--- src/rtl/alu_ctrl_pkg.sv ---
// Shared encodings for the MIPS ALU controller with multiply/divide unit.
// The divide datapath is present only when MDU_DIV_EN is defined.
package alu_ctrl_pkg;

    // ALUOp classes produced by the main decoder
    localparam logic [2:0] ALUOP_MEM   = 3'd0;
    localparam logic [2:0] ALUOP_BEQ   = 3'd1;
    localparam logic [2:0] ALUOP_RTYPE = 3'd2;
    localparam logic [2:0] ALUOP_ADDI  = 3'd3;
    localparam logic [2:0] ALUOP_SLTI  = 3'd4;
    localparam logic [2:0] ALUOP_J     = 3'd5;
    localparam logic [2:0] ALUOP_ANDI  = 3'd6;
    localparam logic [2:0] ALUOP_ORI   = 3'd7;

    // R-type funct field values
    localparam logic [5:0] FUNCT_ADD   = 6'b100000;
    localparam logic [5:0] FUNCT_SUB   = 6'b100010;
    localparam logic [5:0] FUNCT_AND   = 6'b100100;
    localparam logic [5:0] FUNCT_OR    = 6'b100101;
    localparam logic [5:0] FUNCT_NOR   = 6'b100111;
    localparam logic [5:0] FUNCT_SLT   = 6'b101010;
    localparam logic [5:0] FUNCT_JR    = 6'b001000;
    localparam logic [5:0] FUNCT_MFHI  = 6'b010000;
    localparam logic [5:0] FUNCT_MFLO  = 6'b010010;
    localparam logic [5:0] FUNCT_MULT  = 6'b011000;
    localparam logic [5:0] FUNCT_MULTU = 6'b011001;
    localparam logic [5:0] FUNCT_DIV   = 6'b011010;
    localparam logic [5:0] FUNCT_DIVU  = 6'b011011;

    // ALU operation select codes
    localparam logic [3:0] CTRL_AND  = 4'b0000;
    localparam logic [3:0] CTRL_OR   = 4'b0001;
    localparam logic [3:0] CTRL_ADD  = 4'b0010;
    localparam logic [3:0] CTRL_SUB  = 4'b0110;
    localparam logic [3:0] CTRL_SLT  = 4'b0111;
    localparam logic [3:0] CTRL_NOR  = 4'b1100;
    localparam logic [3:0] CTRL_MFHI = 4'b1000;
    localparam logic [3:0] CTRL_MFLO = 4'b1001;

    typedef enum logic [1:0] {IDLE, ITER, FIX} md_state_e;

    typedef enum logic [1:0] {MUL, MULU, DIV, DIVU} md_kind_e;

    // Signed kinds operate on magnitudes and fix the sign at the end
    function automatic logic kind_is_signed(input md_kind_e kind);
        return (kind == MUL) || (kind == DIV);
    endfunction

endpackage

--- src/rtl/mdu_iter.sv ---
// Iterative multiply/divide datapath: one shift-add (multiply) or restoring
// subtract (divide, only with MDU_DIV_EN) step per cycle on operand
// magnitudes, followed by a combinational sign fixup of HI/LO.
module mdu_iter
    import alu_ctrl_pkg::*;
#(
    parameter int DATA_W = 32
) (
    input  logic              clk_i,
    input  logic              start_i,
    input  logic              step_i,
    input  md_kind_e          kind_i,
    input  logic [DATA_W-1:0] src1_i,
    input  logic [DATA_W-1:0] src2_i,
    output logic [DATA_W-1:0] hi_o,
    output logic [DATA_W-1:0] lo_o,
    output logic              last_o
);

    localparam int CNT_W = $clog2(DATA_W);

    // acc_q: upper half of the product / partial remainder
    // mq_q : multiplier shifting out / dividend shifting out, quotient in
    logic [DATA_W-1:0]   acc_q, acc_d;
    logic [DATA_W-1:0]   mq_q, mq_d;
    logic [DATA_W-1:0]   opb_q;
    logic [CNT_W-1:0]    cnt_q;
    logic                neg_res_q;

    logic                neg1, neg2;
    logic [DATA_W-1:0]   mag1, mag2;
    logic [DATA_W-1:0]   load_mq, load_opb;
    logic [DATA_W-1:0]   addend;
    logic [DATA_W:0]     sum;
    logic [2*DATA_W-1:0] prod;

`ifdef MDU_DIV_EN
    logic                is_div;
    logic                is_div_q, neg_rem_q, div0_q;
    logic [DATA_W:0]     shifted, diff;
`endif

    // Operand magnitudes and register load values for the op being started
    // NOTE: every always_comb output gets a default first so no path leaves it unassigned and a latch is inferred.
    always_comb begin
        neg1     = kind_is_signed(kind_i) & src1_i[DATA_W-1];
        neg2     = kind_is_signed(kind_i) & src2_i[DATA_W-1];
        mag1     = neg1 ? -src1_i : src1_i;
        mag2     = neg2 ? -src2_i : src2_i;
        load_mq  = mag2;
        load_opb = mag1;
`ifdef MDU_DIV_EN
        is_div   = (kind_i == DIV) || (kind_i == DIVU);
        if (is_div) begin
            load_mq  = mag1;
            load_opb = mag2;
        end
`endif
    end

    // One iteration step: shift-add by default, restoring subtract for divides
    always_comb begin
        addend = mq_q[0] ? opb_q : '0;
        sum    = {1'b0, acc_q} + {1'b0, addend};
        acc_d  = sum[DATA_W:1];
        mq_d   = {sum[0], mq_q[DATA_W-1:1]};
`ifdef MDU_DIV_EN
        shifted = {acc_q, mq_q[DATA_W-1]};
        diff    = shifted - {1'b0, opb_q};
        if (is_div_q) begin
            acc_d = diff[DATA_W] ? shifted[DATA_W-1:0] : diff[DATA_W-1:0];
            mq_d  = {mq_q[DATA_W-2:0], ~diff[DATA_W]};
        end
`endif
    end

    // Operand capture on start, then one step per enabled cycle
    // NOTE: the datapath registers carry no reset; start reloads every one of them and HI/LO are written only from FIX.
    always_ff @(posedge clk_i) begin
        if (start_i) begin
            acc_q     <= '0;
            mq_q      <= load_mq;
            opb_q     <= load_opb;
            cnt_q     <= '0;
            neg_res_q <= neg1 ^ neg2;
`ifdef MDU_DIV_EN
            is_div_q  <= is_div;
            neg_rem_q <= neg1;
            div0_q    <= (src2_i == '0);
`endif
        end else if (step_i) begin
            acc_q <= acc_d;
            mq_q  <= mq_d;
            cnt_q <= cnt_q + CNT_W'(1);
        end
    end

    assign last_o = (cnt_q == CNT_W'(DATA_W - 1));

    // Sign correction of the finished magnitude result
    always_comb begin
        prod = {acc_q, mq_q};
        if (neg_res_q) begin
            prod = -prod;
        end
        hi_o = prod[2*DATA_W-1:DATA_W];
        lo_o = prod[DATA_W-1:0];
`ifdef MDU_DIV_EN
        if (is_div_q) begin
            lo_o = neg_res_q ? -mq_q : mq_q;
            hi_o = neg_rem_q ? -acc_q : acc_q;
            if (div0_q) begin
                lo_o = '1;
            end
        end
`endif
    end

endmodule

--- src/rtl/alu_ctrl_mdu.sv ---
// MIPS ALU controller: combinational ALUOp/funct decode plus an iterative
// multiply/divide unit with HI/LO registers and pipeline stall.
// Define MDU_DIV_EN to include DIV/DIVU; otherwise they decode as illegal.
module alu_ctrl_mdu
    import alu_ctrl_pkg::*;
#(
    parameter int DATA_W = 32
) (
    input  logic              clk_i,
    input  logic              rst_i,
    input  logic              valid_i,
    input  logic [2:0]        ALUOp_i,
    input  logic [5:0]        funct_i,
    input  logic [DATA_W-1:0] src1_i,
    input  logic [DATA_W-1:0] src2_i,
    output logic [3:0]        ALUCtrl_o,
    output logic              md_stall_o,
    output logic              md_done_o,
    output logic              illegal_o,
    output logic [DATA_W-1:0] hi_o,
    output logic [DATA_W-1:0] lo_o
);

    md_state_e         state_q, state_d;
    logic [3:0]        alu_ctrl;
    logic              illegal, md_op, mf_op;
    md_kind_e          md_kind;
    logic              accept, start, step, fix_wr, last;
    logic [DATA_W-1:0] hi_q, lo_q, md_hi, md_lo;
    logic              done_q;

    // Decode ALUOp/funct into the ALU select and MDU op classification
    always_comb begin
        alu_ctrl = CTRL_AND;
        illegal  = 1'b0;
        md_op    = 1'b0;
        mf_op    = 1'b0;
        md_kind  = MUL;
        case (ALUOp_i)
            ALUOP_MEM, ALUOP_ADDI: alu_ctrl = CTRL_ADD;
            ALUOP_BEQ:             alu_ctrl = CTRL_SUB;
            ALUOP_SLTI:            alu_ctrl = CTRL_SLT;
            ALUOP_J, ALUOP_ANDI:   alu_ctrl = CTRL_AND;
            ALUOP_ORI:             alu_ctrl = CTRL_OR;
            ALUOP_RTYPE: begin
                case (funct_i)
                    FUNCT_ADD:  alu_ctrl = CTRL_ADD;
                    FUNCT_SUB:  alu_ctrl = CTRL_SUB;
                    FUNCT_AND:  alu_ctrl = CTRL_AND;
                    FUNCT_OR:   alu_ctrl = CTRL_OR;
                    FUNCT_NOR:  alu_ctrl = CTRL_NOR;
                    FUNCT_SLT:  alu_ctrl = CTRL_SLT;
                    FUNCT_JR:   alu_ctrl = CTRL_AND;
                    FUNCT_MFHI: begin
                        alu_ctrl = CTRL_MFHI;
                        mf_op    = 1'b1;
                    end
                    FUNCT_MFLO: begin
                        alu_ctrl = CTRL_MFLO;
                        mf_op    = 1'b1;
                    end
                    FUNCT_MULT: begin
                        md_op   = 1'b1;
                        md_kind = MUL;
                    end
                    FUNCT_MULTU: begin
                        md_op   = 1'b1;
                        md_kind = MULU;
                    end
                    FUNCT_DIV, FUNCT_DIVU: begin
`ifdef MDU_DIV_EN
                        md_op = 1'b1;
                        if (funct_i == FUNCT_DIV) begin
                            md_kind = DIV;
                        end else begin
                            md_kind = DIVU;
                        end
`else
                        illegal = 1'b1;
`endif
                    end
                    default: illegal = 1'b1;
                endcase
            end
            default: alu_ctrl = CTRL_AND;
        endcase
    end

    assign ALUCtrl_o  = alu_ctrl;
    assign illegal_o  = valid_i & illegal;
    assign accept     = valid_i & md_op & (state_q == IDLE);
    assign md_stall_o = valid_i & (md_op | mf_op) & (state_q != IDLE);

    // FSM next state and datapath controls
    always_comb begin
        state_d = state_q;
        start   = 1'b0;
        step    = 1'b0;
        fix_wr  = 1'b0;
        case (state_q)
            IDLE: begin
                if (accept) begin
                    start   = 1'b1;
                    state_d = ITER;
                end
            end
            ITER: begin
                step = 1'b1;
                if (last) begin
                    state_d = FIX;
                end
            end
            FIX: begin
                fix_wr  = 1'b1;
                state_d = IDLE;
            end
            default: state_d = IDLE;
        endcase
    end

    // FSM state register; reset aborts any in-flight operation
    // NOTE: sequential state uses non-blocking assignments so every register samples pre-edge values.
    always_ff @(posedge clk_i) begin
        if (!rst_i) begin
            state_q <= IDLE;
        end else begin
            state_q <= state_d;
        end
    end

    // HI/LO registers and the done pulse, written only from FIX
    always_ff @(posedge clk_i) begin
        if (!rst_i) begin
            hi_q   <= '0;
            lo_q   <= '0;
            done_q <= 1'b0;
        end else begin
            done_q <= fix_wr;
            if (fix_wr) begin
                hi_q <= md_hi;
                lo_q <= md_lo;
            end
        end
    end

    assign hi_o      = hi_q;
    assign lo_o      = lo_q;
    assign md_done_o = done_q;

    mdu_iter #(
        .DATA_W (DATA_W)
    ) u_mdu_iter (
        .clk_i   (clk_i),
        .start_i (start),
        .step_i  (step),
        .kind_i  (md_kind),
        .src1_i  (src1_i),
        .src2_i  (src2_i),
        .hi_o    (md_hi),
        .lo_o    (md_lo),
        .last_o  (last)
    );

endmodule

--- config.mk ---
export PLATFORM = sky130hd
export DESIGN_NAME = alu_ctrl_mdu
export DESIGN_NICKNAME = d
export VERILOG_FILES = /design/src/rtl/alu_ctrl_pkg.sv /design/src/rtl/mdu_iter.sv /design/src/rtl/alu_ctrl_mdu.sv
export SDC_FILE = /design/constraint.sdc
export NUM_CORES = 1
export LEC_CHECK = 0
export CORE_MARGIN = 10
export CORE_UTILIZATION = 45
export DETAILED_ROUTE_END_ITERATION = 10
export GPL_TIMING_DRIVEN = 1
export PLACE_DENSITY = 0.67
export REMOVE_ABC_BUFFERS = 1
export SYNTH_ARGS = -nofsm -noshare
export SYNTH_HDL_FRONTEND = slang
export SYNTH_SLANG_ARGS = --single-unit
--- constraint.sdc ---
create_clock -name clk_i -period 5.69 [get_ports clk_i]
set_input_delay 1.138 -clock clk_i [delete_from_list [all_inputs] [get_ports clk_i]]
set_output_delay 1.138 -clock clk_i [all_outputs]
set_load 0.05 [all_outputs]
==> qor.txt <==
status: finished clean
Worst slew margin: 0.3610
slowest cell on the critical path: clkdlybuf4s50_1
GRT Total Usage: 0.1799
Seq. cell area: 4034 um2
Critical Path End Type: output port
Post-synth EDFFs: 65
Post-Syn Area per Cell: 8.566 um2
Hold Path Origin: hi_o[14]$_SDFFE_PN0P_
Fin. Hold Viols: 0
P_leak: 5.187 nW
first-pass GRT wire length: 44990 um
Hold Buf Count CTS: 0
Die X: 173.3 um
core area: 23330 um2
pre-CTS setup slack: 0.9892 ns
Most used DFF post-synth: dfxtp_1
Synth async-reset ratio: 0
R2R cell count: 11
area grow syn2layout: 21.48%
Placed Cells: 1643
vias in the first global route: 8648
critical path startpoint category: input pin
area post-placement: 12240 um2
antenna violations before repair: 0
WHS Path Cells: 2
Die ar.: 30040 um2
# nets final: 1457
grt total ovfl: 0
Initial DRT Pass Iterations: 5
slowest stage delay, CP: 0.87 ns
RR Endpoint: u_mdu_iter.acc_q[28]$_SDFFE_PP0P_
hpwl dp: 21110 um
final setup violation count: 0
post-route cell area: 12850 um2
WL/cell: 16.56 um
CTS tree: built
final wirelength: 27730 um
# DRC: 0
CTS Buf Count: 17
Cell Chain, Critical Path: clkdlybuf4s50_1 > nor2b_1 > nor2b_1 > nor3_1 > a21oi_1 > o41ai_1 > clkdlybuf4s50_1
largest net degree at the start of global routing: 78
DRT iter0 DRCs: 750
I/O pins: 147
Seq/Total Area, Yosys: 0.3813
Seq cells post-synth: 169
crit path kind: input pin to output port
Routability Congestion: 0.8403
commonest non-fill, non-tap cell in the layout: nand2_1
clk buf depth: 2
Clk pin slew, worst setup/hold paths: 0.06 ns
Root Driver: clkbuf_16
total number of vias: 9175
# H-tree levels: 4
Worst Path Required: 4.55 ns
Multi-input gate area: 6206 um2
Worst R2R Start: u_mdu_iter.mq_q[0]$_DFFE_PP_
final worst slack: 0.9982 ns
CTS sink count: 169
Critical Path Fanout Max: 6
Yosys warnings: 0
Starting Density: 0.4534
Die H: 173.3 um
Pins Over Slew Limit: 0
max cap viols: 0
antenna viol nets, final: 0
worst hold path type: flip-flop to flip-flop
commonest non-fill, non-tap cells in the layout: 202 x nand2_1, 146 x clkdlybuf4s50_1, 127 x o21ai_0, 104 x dfxtp_1, 90 x xor2_1
r2r setup slk: 2.09 ns
Worst Tran Pin Value: 0.9584 ns
power per cell area: 237.0 nW/um2
FMAX: 213.1 MHz
synthesized cell area: 10580 um2
post-synthesis cell type count: 60
setup bufs post-CTS: 0
Peak VDD IR: 0.1452 mV
Ant. Diodes: 0
min Tclk post-route: 4.692 ns
skew final: 0.01131 ns
Final period util: 0.8246
post-cts gate resize count: 0
Critical Path AT: 3.55 ns
# fillers: 2179
ratio of cells with drive above 1 in the final layout: 0.04720
Syn Inst Count: 1235
worst skew pair latency: 0.43 ns
RSZ-0062 raised after global routing: false
vias per cell: 5.478
non-filler cells, final: 1675
Hold EP: hi_o[14]$_SDFFE_PN0P_
I/O Buffers: 146
Rows: 56
Pwr Total: 3.046 mW
-- synth_stat cells, types with 3 or more instances --
cell type / instances / area, um2
nand2_1: 202 / 758.2
o21ai_0: 127 / 635.6
dfxtp_1: 104 / 2082
xor2_1: 90 / 788.3
a21oi_1: 83 / 415.4
edfxtp_1: 65 / 1952
clkbuf_1: 59 / 221.5
xnor2_1: 59 / 516.8
nor2_1: 57 / 214.0
and2_1: 37 / 231.5
ha_1: 37 / 462.9
o211a_1: 33 / 330.3
o31ai_1: 30 / 225.2
nor3_1: 23 / 115.1
nand3_1: 20 / 100.1
inv_1: 17 / 63.81
a21o_1: 16 / 120.1
nand2b_1: 16 / 100.1
nor4_1: 13 / 81.33
nand4_1: 12 / 75.07
o41ai_1: 12 / 105.1
or3_1: 11 / 68.82
or4_1: 8 / 60.06
and3_1: 7 / 43.79
nor2b_1: 7 / 43.79
a211oi_1: 6 / 45.04
a31oi_1: 6 / 37.54
nand3b_1: 6 / 45.04
o21ai_1: 6 / 30.03
or2_2: 5 / 31.28
o211ai_1: 4 / 30.03
o21a_1: 4 / 30.03
o21bai_1: 4 / 30.03
o41ai_2: 4 / 65.06
or3_2: 4 / 30.03
a2111oi_0: 3 / 26.28
a21boi_0: 3 / 22.52
and4_1: 3 / 26.28
buf_4: 3 / 22.52
or2_1: 3 / 18.77
or4_4: 3 / 33.78
-- per-stage QoR --
step           setup TNS, ns  hold slack, ns  utilization
6_report                   0          0.4523       0.5508
5_1_grt                    0          0.4728       0.5508
4_1_cts                    0          0.4569       0.5508
3_5_place_dp               0          0.4410       0.5246
3_3_place_gp               0          0.4344       0.5246
2_1_floorplan         -15.98          0.4406            -
-- final cells by class --
type                       count  share of cell area
sequential                   169              0.3139
timing repair buffer         156              0.1196
tap                          319             0.03106
clock buffer                  17             0.03310
clock inverter                15             0.01451
inverter                      17            0.004965
multi-input combinational    982              0.4829
-- cells by family (layout without fill, tap and decap cells) --
logic type	count (synthesis)	count (layout)	share of synthesized area
adder cells (fa/ha/maj)	38	38	0.04565
AO/OA/AOI/OAI	350	350	0.2104
flip-flops	169	169	0.3813
XOR/XNOR	149	149	0.1234
multiplexers	1	1	0.0009462
buffers and inverters	84	205	0.03276
AND/OR/NAND/NOR	444	444	0.2056
-- power by group --
| group | leakage [nW] | internal [mW] | switching (mW) |
|---|---|---|---|
| combinational | 3.47 | 0.221 | 0.252 |
| clock | 0.288 | 0.700 | 0.519 |
| sequential | 1.43 | 1.29 | 0.0644 |
-- how the worst max path moves through the flow --
stage,startpoint,end,slack (ns),cells after the start
floorplan,funct_i[1],u_mdu_iter.mq_q[0]$_DFFE_PP_,-0.50,6
global placement,funct_i[5],ALUCtrl_o[0],1.0,7
detailed placement,funct_i[5],ALUCtrl_o[0],0.99,7
CTS,funct_i[5],ALUCtrl_o[0],0.99,7
global route,funct_i[5],ALUCtrl_o[0],0.67,7
finish,funct_i[5],ALUCtrl_o[0],1.0,7
-- critical path, delay by kind of cell --
family | cells | cell delay [ns]
AO/OA/AOI/OAI | 2 | 0.43
AND/OR/NAND/NOR | 3 | 0.61
buffers and inverters | 2 | 1.37
-- flip-flops by register name, summed over array words and instances (netlist names) --
| signal | flops |
|---|---|
| hi_o | 32 |
| lo_o | 32 |
| u_mdu_iter.acc_q | 32 |
| u_mdu_iter.mq_q | 32 |
| u_mdu_iter.opb_q | 32 |
| u_mdu_iter.cnt_q | 5 |
| state_q | 2 |
| md_done_o | 1 |
| u_mdu_iter.neg_res_q | 1 |
-- layer usage --
metal | track usage | up-vias | routed length [um]
li1 | - | 4647 | -
met1 | 0.2382 | 4234 | 12880
met2 | 0.2905 | 262 | 12670
met3 | 0.03006 | 32 | 1593
met4 | 0.06180 | 0 | 592
met5 | 0 | - | 0
(Power assumes the default switching activity.)
